File: src/rtl/hls_run_ctrl_if.sv
// Host/kernel signal bundle for hls_run_ctrl.
// The slave modport is the controller; the master modport is the host plus kernel side.
interface hls_run_ctrl_if #(
    parameter int RESULT_W = 32
);
    logic                cmd_valid;
    logic                cmd_ready;
    logic                k_reset;
    logic                k_start;
    logic                k_finished;
    logic [RESULT_W-1:0] k_return_val;
    logic                res_valid;
    logic                res_ready;
    logic [RESULT_W-1:0] res_data;
    logic [31:0]         res_cycles;
    logic                res_timeout;
    logic [15:0]         run_count;

    modport master (
        output cmd_valid,
        input  cmd_ready,
        input  k_reset,
        input  k_start,
        output k_finished,
        output k_return_val,
        input  res_valid,
        output res_ready,
        input  res_data,
        input  res_cycles,
        input  res_timeout,
        input  run_count
    );

    modport slave (
        input  cmd_valid,
        output cmd_ready,
        output k_reset,
        output k_start,
        input  k_finished,
        input  k_return_val,
        output res_valid,
        input  res_ready,
        output res_data,
        output res_cycles,
        output res_timeout,
        output run_count
    );
endinterface

File: src/rtl/hls_run_ctrl.sv
// Run controller for an HLS kernel: reset, start, wait for finish, hand the result to the host.
// Define HLS_RUN_CTRL_TIMEOUT_EN to abort runs that exceed TIMEOUT_CYCLES in WAIT.
module hls_run_ctrl #(
    parameter int RESULT_W       = 32,
    parameter int TIMEOUT_CYCLES = 1024
) (
    input  logic          clk,
    input  logic          reset,
    hls_run_ctrl_if.slave bus
);

`ifdef HLS_RUN_CTRL_TIMEOUT_EN
    localparam bit TIMEOUT_EN = 1'b1;
`else
    localparam bit TIMEOUT_EN = 1'b0;
`endif
    localparam logic [31:0] TIMEOUT_LIMIT = 32'(TIMEOUT_CYCLES);

    typedef enum logic [2:0] {
        IDLE,
        KRST,
        KSTART,
        WAIT,
        DONE
    } state_t;

    state_t              state_q, state_d;
    logic [31:0]         cycle_cnt_q, cycle_cnt_d;
    logic [31:0]         cnt_inc;
    logic [RESULT_W-1:0] res_data_q, res_data_d;
    logic [31:0]         res_cycles_q, res_cycles_d;
    logic                res_timeout_q, res_timeout_d;
    logic [15:0]         run_count_q, run_count_d;

    always_ff @(posedge clk) begin
        if (reset) begin
            state_q       <= IDLE;
            cycle_cnt_q   <= '0;
            res_data_q    <= '0;
            res_cycles_q  <= '0;
            res_timeout_q <= 1'b0;
            run_count_q   <= '0;
        end else begin
            state_q       <= state_d;
            cycle_cnt_q   <= cycle_cnt_d;
            res_data_q    <= res_data_d;
            res_cycles_q  <= res_cycles_d;
            res_timeout_q <= res_timeout_d;
            run_count_q   <= run_count_d;
        end
    end

    // cnt_inc counts the current WAIT cycle too, so a finish seen on the Nth WAIT cycle reports N.
    always_comb begin
        state_d       = state_q;
        cycle_cnt_d   = cycle_cnt_q;
        res_data_d    = res_data_q;
        res_cycles_d  = res_cycles_q;
        res_timeout_d = res_timeout_q;
        run_count_d   = run_count_q;
        cnt_inc       = (cycle_cnt_q == 32'hFFFF_FFFF) ? cycle_cnt_q : cycle_cnt_q + 32'd1;

        case (state_q)
            IDLE: begin
                if (bus.cmd_valid) begin
                    state_d     = KRST;
                    cycle_cnt_d = '0;
                end
            end
            KRST:   state_d = KSTART;
            KSTART: state_d = WAIT;
            WAIT: begin
                cycle_cnt_d = cnt_inc;
                if (bus.k_finished) begin
                    res_data_d    = bus.k_return_val;
                    res_cycles_d  = cnt_inc;
                    res_timeout_d = 1'b0;
                    state_d       = DONE;
                end else if (TIMEOUT_EN && (cnt_inc >= TIMEOUT_LIMIT)) begin
                    res_data_d    = '0;
                    res_cycles_d  = TIMEOUT_LIMIT;
                    res_timeout_d = 1'b1;
                    state_d       = DONE;
                end
            end
            DONE: begin
                if (bus.res_ready) begin
                    state_d     = IDLE;
                    run_count_d = run_count_q + 16'd1;
                end
            end
            default: state_d = IDLE;
        endcase
    end

    // The kernel is held in reset whenever the controller is, not only during KRST.
    assign bus.k_reset     = reset | (state_q == KRST);
    assign bus.k_start     = (state_q == KSTART);
    assign bus.cmd_ready   = (state_q == IDLE);
    assign bus.res_valid   = (state_q == DONE);
    assign bus.res_data    = res_data_q;
    assign bus.res_cycles  = res_cycles_q;
    assign bus.res_timeout = res_timeout_q;
    assign bus.run_count   = run_count_q;

endmodule

File: src/flat_wrapper.sv
// flat-port wrapper written by rule: the top's interface ports become plain ports
module hls_run_ctrl_flat 
#(
    parameter int RESULT_W       = 32,
    parameter int TIMEOUT_CYCLES = 1024
)
  (clk, reset, bus_cmd_valid, bus_cmd_ready, bus_k_reset, bus_k_start, bus_k_finished, bus_k_return_val, bus_res_valid, bus_res_ready, bus_res_data, bus_res_cycles, bus_res_timeout, bus_run_count);
  hls_run_ctrl_if #(.RESULT_W(RESULT_W)) bus_i ();
  input  logic clk;
  input  logic reset;
  input wire logic [$bits(bus_i.cmd_valid)-1:0] bus_cmd_valid;
  output wire logic [$bits(bus_i.cmd_ready)-1:0] bus_cmd_ready;
  output wire logic [$bits(bus_i.k_reset)-1:0] bus_k_reset;
  output wire logic [$bits(bus_i.k_start)-1:0] bus_k_start;
  input wire logic [$bits(bus_i.k_finished)-1:0] bus_k_finished;
  input wire logic [$bits(bus_i.k_return_val)-1:0] bus_k_return_val;
  output wire logic [$bits(bus_i.res_valid)-1:0] bus_res_valid;
  input wire logic [$bits(bus_i.res_ready)-1:0] bus_res_ready;
  output wire logic [$bits(bus_i.res_data)-1:0] bus_res_data;
  output wire logic [$bits(bus_i.res_cycles)-1:0] bus_res_cycles;
  output wire logic [$bits(bus_i.res_timeout)-1:0] bus_res_timeout;
  output wire logic [$bits(bus_i.run_count)-1:0] bus_run_count;
  assign bus_i.cmd_valid = bus_cmd_valid;
  assign bus_cmd_ready = bus_i.cmd_ready;
  assign bus_k_reset = bus_i.k_reset;
  assign bus_k_start = bus_i.k_start;
  assign bus_i.k_finished = bus_k_finished;
  assign bus_i.k_return_val = bus_k_return_val;
  assign bus_res_valid = bus_i.res_valid;
  assign bus_i.res_ready = bus_res_ready;
  assign bus_res_data = bus_i.res_data;
  assign bus_res_cycles = bus_i.res_cycles;
  assign bus_res_timeout = bus_i.res_timeout;
  assign bus_run_count = bus_i.run_count;
  hls_run_ctrl #(.RESULT_W(RESULT_W), .TIMEOUT_CYCLES(TIMEOUT_CYCLES)) u_core (.clk(clk), .reset(reset), .bus(bus_i));
endmodule
File: config.mk
export PLATFORM = sky130hd
export DESIGN_NAME = hls_run_ctrl_flat
export DESIGN_NICKNAME = d
export VERILOG_FILES = /design/src/rtl/hls_run_ctrl_if.sv /design/src/rtl/hls_run_ctrl.sv /design/src/flat_wrapper.sv
export SDC_FILE = /design/constraint.sdc
export NUM_CORES = 1
export LEC_CHECK = 0
export ABC_AREA = 1
export CAP_MARGIN = 20
export CORE_MARGIN = 8
export CORE_UTILIZATION = 31
export DETAILED_ROUTE_END_ITERATION = 12
export GPL_ROUTABILITY_DRIVEN = 0
export PLACE_DENSITY_LB_ADDON = 0.08
export SYNTH_ARGS = -nofsm -noshare
export SYNTH_HDL_FRONTEND = slang
export SYNTH_SLANG_ARGS = --single-unit
File: constraint.sdc
create_clock -name clk -period 1.93 [get_ports clk]
set_input_delay 0.193 -clock clk [delete_from_list [all_inputs] [get_ports clk]]
set_output_delay 0.193 -clock clk [all_outputs]
set_load 0.02 [all_outputs]
# Word-level counts from Yosys, hierarchy flattened
# Index checks and enable logic that the tools add are counted.
[totals] reg_bits=115 input_bits=37 output_inout_bits=85 elab_cells=29
[classes] reduce_logical=6 bitwise_logic=1 add_sub_neg=2 muxes=7 eq_ne=8
[op_table] cell="$mux W32" count=2
[op_table] cell="$pmux W32 S2" count=1
[op_table] cell="$add A32 B1 Y32 const B" count=1
[op_table] cell="$eq A32 B32 Y1 const B" count=1
[op_table] cell="$add A16 B1 Y16 const B" count=1
[op_table] cell="$pmux W3 S5" count=1
[op_table] cell="$mux W3" count=3
[op_table] cell="$eq A3 B2 Y1 const B" count=2
[op_table] cell="$reduce_and A2 Y1" count=3
[op_table] cell="$ne A2 B2 Y1 const B" count=2
[op_table] cell="$eq A3 B1 Y1 const B" count=1
[op_table] cell="$eq A3 B3 Y1 const B" count=1
[op_table] cell="$logic_not A3 Y1" count=1
[op_table] cell="$reduce_and A3 Y1" count=1
[op_table] cell="$ne A2 B1 Y1 const B" count=1
[op_table] cell="$reduce_bool A2 Y1" count=1
[op_table] cell="$or A1 B1 Y1" count=1

# Depth between registers and ports, before layout
# Gate-level depths: netlist of run 1.
[depth] depth_word=3 ltp_mapped=11 mapped_depth_nobuf=10

# Least setup slack after synthesis of run 1
# No wires, ideal clock.
[synth_path] path_kind="register -> register" from="reg u_core.cycle_cnt_q[0]" to="reg u_core.res_cycles_q[1] (netlist: u_core.bus.res_cycles[1])" path_slack_ps=193 stages_incl_launch_ff=12 required_time_ps=1816 period_less_slack_ps=1737 arrival_time_ps=1623 n_path_buf=1 setup_time_ps=114 cell_sequence="dfxtp_1 -> ha_1 -> inv_1 -> nor2_4 -> nand2_4 -> nor2_4 -> nand2_4 -> buf_6 -> nand2_2 -> nand2_1 -> o21bai_1 -> inv_1"
[synth_between] elab_chain_cells=2 elab_cells_between_ends=3 cone_classes="add/sub: 1; eq/ne: 1; mux: 1"
[synth_rtl] item="from (decl)" line_no="hls_run_ctrl.sv:28" rtl="logic [31:0] cycle_cnt_q, cycle_cnt_d;"
[synth_rtl] item="from (signal assigned)" line_no="hls_run_ctrl.sv:45" rtl="cycle_cnt_q <= cycle_cnt_d;"
[synth_rtl] item="$add A32 B1 Y32 / $eq A32 B32 Y1 (equally long branches)" line_no="hls_run_ctrl.sv:61" rtl="cnt_inc = (cycle_cnt_q == 32'hFFFF_FFFF) ? cycle_cnt_q : cycle_cnt_q + 32'd1;"
[synth_rtl] item="$mux W32 (*)" line_no="hls_run_ctrl.sv:61"
[synth_rtl] item="to (signal assigned)" line_no="hls_run_ctrl.sv:47" rtl="res_cycles_q <= res_cycles_d;"
[synth_rtl] item="to (decl)" line_no="hls_run_ctrl.sv:31" rtl="logic [31:0] res_cycles_q, res_cycles_d;"
# Mark *: on every way between the ends. The rest lies on a longest branch, timed or not.
# A chain may end at the register's enable or synchronous reset.

# Worst setup path after layout of run 1
[layout_path] from="reg u_core.state_q[1]" to="out bus_k_reset"
[layout_between] elab_chain_cells=2
[layout_rtl] item="from (decl)" line_no="hls_run_ctrl.sv:27" rtl="state_t state_q, state_d;"
[layout_rtl] item="from (signal assigned)" line_no="hls_run_ctrl.sv:44" rtl="state_q <= state_d;"
[layout_rtl] item="$eq A3 B1 Y1" line_no="hls_run_ctrl.sv:97" rtl="assign bus.k_reset = reset | (state_q == KRST);"
[layout_rtl] item="$or A1 B1 Y1" line_no="hls_run_ctrl.sv:97"
[layout_rtl] item="to (decl)" line_no="flat_wrapper.sv:13" rtl="output wire logic [$bits(bus_i.k_reset)-1:0] bus_k_reset;"
# Every way passes these cells.

==> results of run 1 <==
==> critical path, stage by stage (launching register included) <==
cell and delay, ns:
dfxtp_1 0.35, inv_1 0.09, nand3_1 0.10, nand2_1 0.07, clkdlybuf4s50_1 0.62
==> cells in the final DEF (no fill, tap or decap), types with 2 or more instances in the layout <==
cell type and instances:
a211oi_1 2, a21oi_1 39, a21oi_2 5, buf_12 4
buf_4 22, bufinv_16 3, clkbuf_16 17, clkbuf_8 2
clkdlybuf4s50_1 116, clkinv_2 4, clkinvlp_4 2, dfxtp_1 115
dlygate4sd2_1 2, inv_1 74, inv_2 2, nand2_1 199
nand2_2 4, nand2_4 2, nand3_1 34, nand3_2 23
nand4_1 3, nor2_1 142, nor2_2 6, nor2_4 4
nor3_1 7, nor3b_1 2, o21ai_0 77, o21bai_1 23
or2_1 2, or2_2 6, xnor2_1 3
==> flip-flops by register name (all words and copies together) (netlist names) <==
name	count
u_core.cycle_cnt_q	32
u_core.bus.res_cycles	32
u_core.bus.res_data	32
u_core.bus.run_count	16
u_core.state_q	3
==> final timing paths <==
path                                         startpoint                        to  depth (start not counted)
worst min-delay path                              reset  u_core.bus.run_count[11]                          5
worst max register to register    u_core.cycle_cnt_q[3]    u_core.cycle_cnt_q[27]                          9
worst min register to register  u_core.bus.run_count[6]   u_core.bus.run_count[6]                          2
worst max-delay path                  u_core.state_q[1]               bus_k_reset                          4
==> stage by stage <==
stage	setup slack (ns)	cell area (µm²)	hold WS, ns
2_1_floorplan	0.193	5570	0.328
3_3_place_gp	0.139	7130	0.485
3_5_place_dp	0.146	7130	0.499
4_1_cts	0.000865	7720	0.266
5_1_grt	0.00175	7730	0.293
6_report	0.103	7730	0.284
==> cells by family after synthesis <==
kind of cell | after synthesis | synth area share [%]
buf+inv | 113 | 8.31
compound gates | 149 | 15.0
flops | 115 | 41.3
xor+xnor | 3 | 0.472
fa+ha+maj | 2 | 0.449
other cells | 1 | 0.0673
simple gates | 434 | 34.4
==> final cells by class <==
type | instances | share of cell area (%)
inverter | 76 | 3.69
sequential | 115 | 29.8
clock inverter | 10 | 1.73
clock buffer | 20 | 5.91
multi-input combinational | 589 | 36.5
timing repair buffer | 146 | 18.7
tap | 229 | 3.71
==> layer usage <==
layer  vias to the layer above  GRT usage (%)  routed length, µm
li1                       2851              -                  -
met4                         0           4.65                185
met5                         -              0                  0
met3                        15           4.08                882
met2                       105           25.0               7870
met1                      2453           19.6               7940
==> timing repair <==
action                                  in CTS  in global routing
buffers inserted                             0                  0
endpoints found under the setup margin       2                  5
gates resized for setup                      2                  4
==> power groups by stage <==
| stage | clock (mW) | sequential, mW | combinational, mW |
|---|---|---|---|
| 2_1_floorplan | 0 | 2.56 | 0.193 |
| 3_3_place_gp | 0 | 2.51 | 0.527 |
| 3_5_place_dp | 0 | 2.51 | 0.524 |
| 4_1_cts | 3.29 | 2.46 | 0.523 |
| 5_1_grt | 3.38 | 2.46 | 0.556 |
| 6_report | 3.19 | 2.46 | 0.509 |
==> impl_metrics.json, run 1 <==
{
  "path_class": "flip-flop to primary output",
  "synth.largest_area_cell": "dfxtp_1",
  "ys_warn_count": 0,
  "setup_tns_ns": 0,
  "synthCells": 817,
  "grt_usage_pct": 15.4,
  "initial_core_util_pct": 31.3,
  "clkSlewWorstSetupHoldPaths_ns": 0.06,
  "rrSetupSlack_ns": 0.20,
  "routedWlPerCell_um": 14.2,
  "via_per_inst": 4.58,
  "syn_area_per_cell_um2": 6.82,
  "nFillCells": 1877,
  "hold_class": "primary input to flip-flop",
  "ios": 122,
  "dr.pass1.iters": 6,
  "cap_violations": 0,
  "multi_input_area_um2": 2820,
  "synth_edf_count": 0,
  "synth_top_area_share_pct": 41.3,
  "drt_wl_total_mm": 16.9,
  "h-tree-depth": 4,
  "num_vias": 5424,
  "p_comb_share_pct": 8.3,
  "power_mw": 6.16,
  "area_delta_synth_final_pct": 38.7,
  "diodes": 0,
  "cp.required_ns": 1.74,
  "clkPwrFrac_pct": 51.9,
  "p_seq_share_pct": 39.9,
  "die_x_um": 150,
  "fmax_mhz": 547,
  "fp.dieH_um": 150,
  "end_kind": "primary output",
  "rsz0062_at_grt": "no",
  "rows": 49,
  "status": "complete, no violations",
  "drc": 0,
  "setup_violations": 0,
  "numCtsBuffers": 17,
  "stdcell_count": 1185,
  "post-route-min-period_ns": 1.83,
  "fin_util_pct": 43.5,
  "cellLeakagePower_nw": 3.18,
  "p_per_area_nw_per_um2": 797,
  "p_int_mw": 4.73,
  "seq_area_frac_synth_pct": 41.3,
  "yosys.cell_types.count": 30,
  "startpoint_type": "flip-flop",
  "synth_area_um2": 5570,
  "arrival_ns": 1.63,
  "cts_sinks": 115,
  "slew_headroom_pct": 63.6,
  "die-area_um2": 22500,
  "core_um2": 17800,
  "nets": 984,
  "grt_pass1_vias": 5353,
  "synth_common_cells": "nand2_1, nor2_1, dfxtp_1, o21ai_0, inv_1",
  "port_buffers": 120,
  "timing.final.crit_share_pct": 94.7,
  "cts.path.max_buffers": 2,
  "ir_worst_vdd_mv": 0.574,
  "ant_nets": 0,
  "cts_tree": "done",
  "finalMaxSlewViolations": 0,
  "grt_antenna_before_repair": 0,
  "power.switching_mw": 1.43,
  "drive_above_1_share_pct": 11.4,
  "fin_worst_skew_ns": 0.0115,
  "crit_fanout": 6,
  "synth-seq-cells": 115,
  "worst_pin_slew_ns": 0.547,
  "grt_first_pass_wirelength_mm": 27.6,
  "dp_cells": 1155,
  "switching_share_pct": 23.3,
  "seq_area_um2": 2300,
  "syn-num-nets": 856,
  "async_flop_share_pct": 0,
  "yosys-top-cells-area": "dfxtp_1, nand2_1, nor2_1, o21ai_0, inv_1",
  "clock_latency_ns": 0.42,
  "synth.most_common_cell": "nand2_1",
  "cts_root_buffer": "clkbuf_16",
  "dr.first_iter.drc_count": 335,
  "hold_viol": 0,
  "hpwl_mm": 12.1,
  "ys.flop_type": "dfxtp_1",
  "overflow": 0,
  "grt_max_degree": 57,
  "ctsHoldBuffers": 0
}
(Power assumes the default switching activity.)
==> inputs of run 2 (changes only) <==
- CAP_MARGIN: 20 -> 5
==> results of run 2 <==
Same layout as run 1: the final DEF is identical, and so are final timing and power.
==> inputs of run 3 (changes only) <==
- PLACE_DENSITY: unset -> 0.5
- PLACE_DENSITY_LB_ADDON: 0.08 -> unset
==> run 3 against run 2 <==
  * Via count is 0.87% higher
  * Flip-flop and latch count stayed put
  * Non-clock buffer count up 11
  * Critical path depth down 3
  * Final cell count is 1.1% higher
  * Sequential share of layout area shrank 0.40 points
  * Core utilization grew 0.59 points
==> impl_metrics.json, run 3 (same netlist as run 1, synthesis figures left out) <==
{
  "status": "complete, no violations",
  "cts_root_buffer": "clkbuf_16",
  "post_cts_buffers": 0,
  "stdcell_count": 1198,
  "worst-path-stages": 1,
  "worst_pin_slew_ns": 0.547,
  "ir_worst_vdd_mv": 0.563,
  "cts_sinks": 115,
  "ctsHoldBuffers": 0,
  "diodes": 0,
  "routedWlPerCell_um": 14.0,
  "power_mw": 6.13,
  "final_common_cell": "nand2_1",
  "cp.required_ns": 1.74,
  "post-route-min-period_ns": 1.67,
  "finalMaxSlewViolations": 0,
  "startpoint_type": "flip-flop",
  "critical-path-top-delay-family": "buffers and inverters",
  "initial_core_util_pct": 31.3,
  "grt_util_met1_pct": 19.9,
  "crit_fanout": 5,
  "grt_max_degree": 75,
  "crit_buf_inv": 1,
  "timing.final.crit_share_pct": 86.5,
  "h-tree-depth": 4,
  "grt_use_met3_pct": 4.02,
  "die_x_um": 150,
  "overflow": 0,
  "multi_input_area_um2": 2820,
  "path_cells": "clkdlybuf4s50_1",
  "core_um2": 17800,
  "grt_antenna_before_repair": 0,
  "setup_violations": 0,
  "num_vias": 5471,
  "clkSlewWorstSetupHoldPaths_ns": 0.06,
  "area_delta_synth_final_pct": 40.6,
  "dr.first_iter.drc_count": 210,
  "rsz0062_at_grt": "no",
  "rows": 49,
  "drc": 0,
  "top_usage_layer": "met2",
  "setup_ws_ns": 0.260,
  "cts.path.max_buffers": 2,
  "clock_latency_ns": 0.42,
  "pre_cts_ws_ns": 0.140,
  "via_per_inst": 4.57,
  "arrival_ns": 1.48,
  "drive_above_1_share_pct": 12.5,
  "grt_first_pass_wirelength_mm": 28.2,
  "fp.dieH_um": 150,
  "cp_slowest_cell": "clkdlybuf4s50_1",
  "cellLeakagePower_nw": 3.24,
  "use_met2_pct": 24.9,
  "hold_class": "primary input to flip-flop",
  "cap_violations": 0,
  "drt_wl_total_mm": 16.7,
  "holdPathStages": 3,
  "nFillCells": 1862,
  "dr.pass1.iters": 4,
  "setup_tns_ns": 0,
  "holdWs_ns": 0.355,
  "die-area_um2": 22500,
  "ff2ff_path_depth": 10,
  "critical-path-max-stage-delay_ns": 0.64,
  "end_kind": "primary output",
  "path_class": "flip-flop to primary output",
  "seq_area_um2": 2300,
  "numCtsBuffers": 17,
  "hold_viol": 0,
  "fin_worst_skew_ns": 0.00835,
  "p_per_area_nw_per_um2": 783,
  "port_buffers": 120,
  "post_cts_resized": 3,
  "nets": 995,
  "slew_headroom_pct": 63.5,
  "ant_nets": 0,
  "fmax_mhz": 599,
  "cts_tree": "done",
  "dp_cells": 1166,
  "ios": 122,
  "hpwl_mm": 11.9,
  "mostFrequentLayoutCells": "nand2_1, nor2_1, clkdlybuf4s50_1",
  "grt_pass1_vias": 5524,
  "grt_usage_pct": 15.6
}
[run 3: cell count changes in the layout (fill, tap and decap cells not counted), moves of 2 or more]
cell        change
buf_4          +10
inv_6           +2
clkinv_4        +2
clkinvlp_4      +2
clkinv_2        -2
[run 3: per-stage QoR]
stage	util, %	instance area [µm²]
floorplan	-	5570
global placement	40.7	7230
detailed placement	40.7	7230
CTS	44.0	7820
global route	44.0	7830
finish	44.0	7830
[run 3: layer usage]
| layer | wire [µm] | vias to the layer above |
|---|---|---|
| met3 | 782 | 17 |
| met2 | 7820 | 87 |
| met1 | 7880 | 2496 |
| li1 | - | 2871 |
| met4 | 246 | 0 |
| met5 | 0 | - |
[run 3: final timing paths]
path,slack (ns),to,startpoint
worst max-delay path,0.26,bus_run_count[3],u_core.bus.run_count[3]
worst min-delay path,0.35,u_core.bus.res_data[14],bus_k_return_val[14]
worst max register to register,0.28,u_core.cycle_cnt_q[26],u_core.cycle_cnt_q[0]
worst min register to register,0.50,u_core.bus.run_count[6],u_core.bus.run_count[6]
[run 3: layout make-up]
| class | count | area share (%) |
|---|---|---|
| Timing Repair Buffer | 157 | 19.7 |
| Tap cell | 229 | 3.66 |
| Sequential cell | 115 | 29.4 |
| Clock inverter | 14 | 1.98 |
| Inverter | 76 | 3.64 |
| Multi-Input combinational cell | 589 | 36.0 |
| Clock buffer | 18 | 5.61 |
[run 3: where the power goes]
part	switching [mW]	internal (mW)
clock	1.22	1.95
sequential	0.0290	2.43
combinational	0.286	0.224
total	1.53	4.60
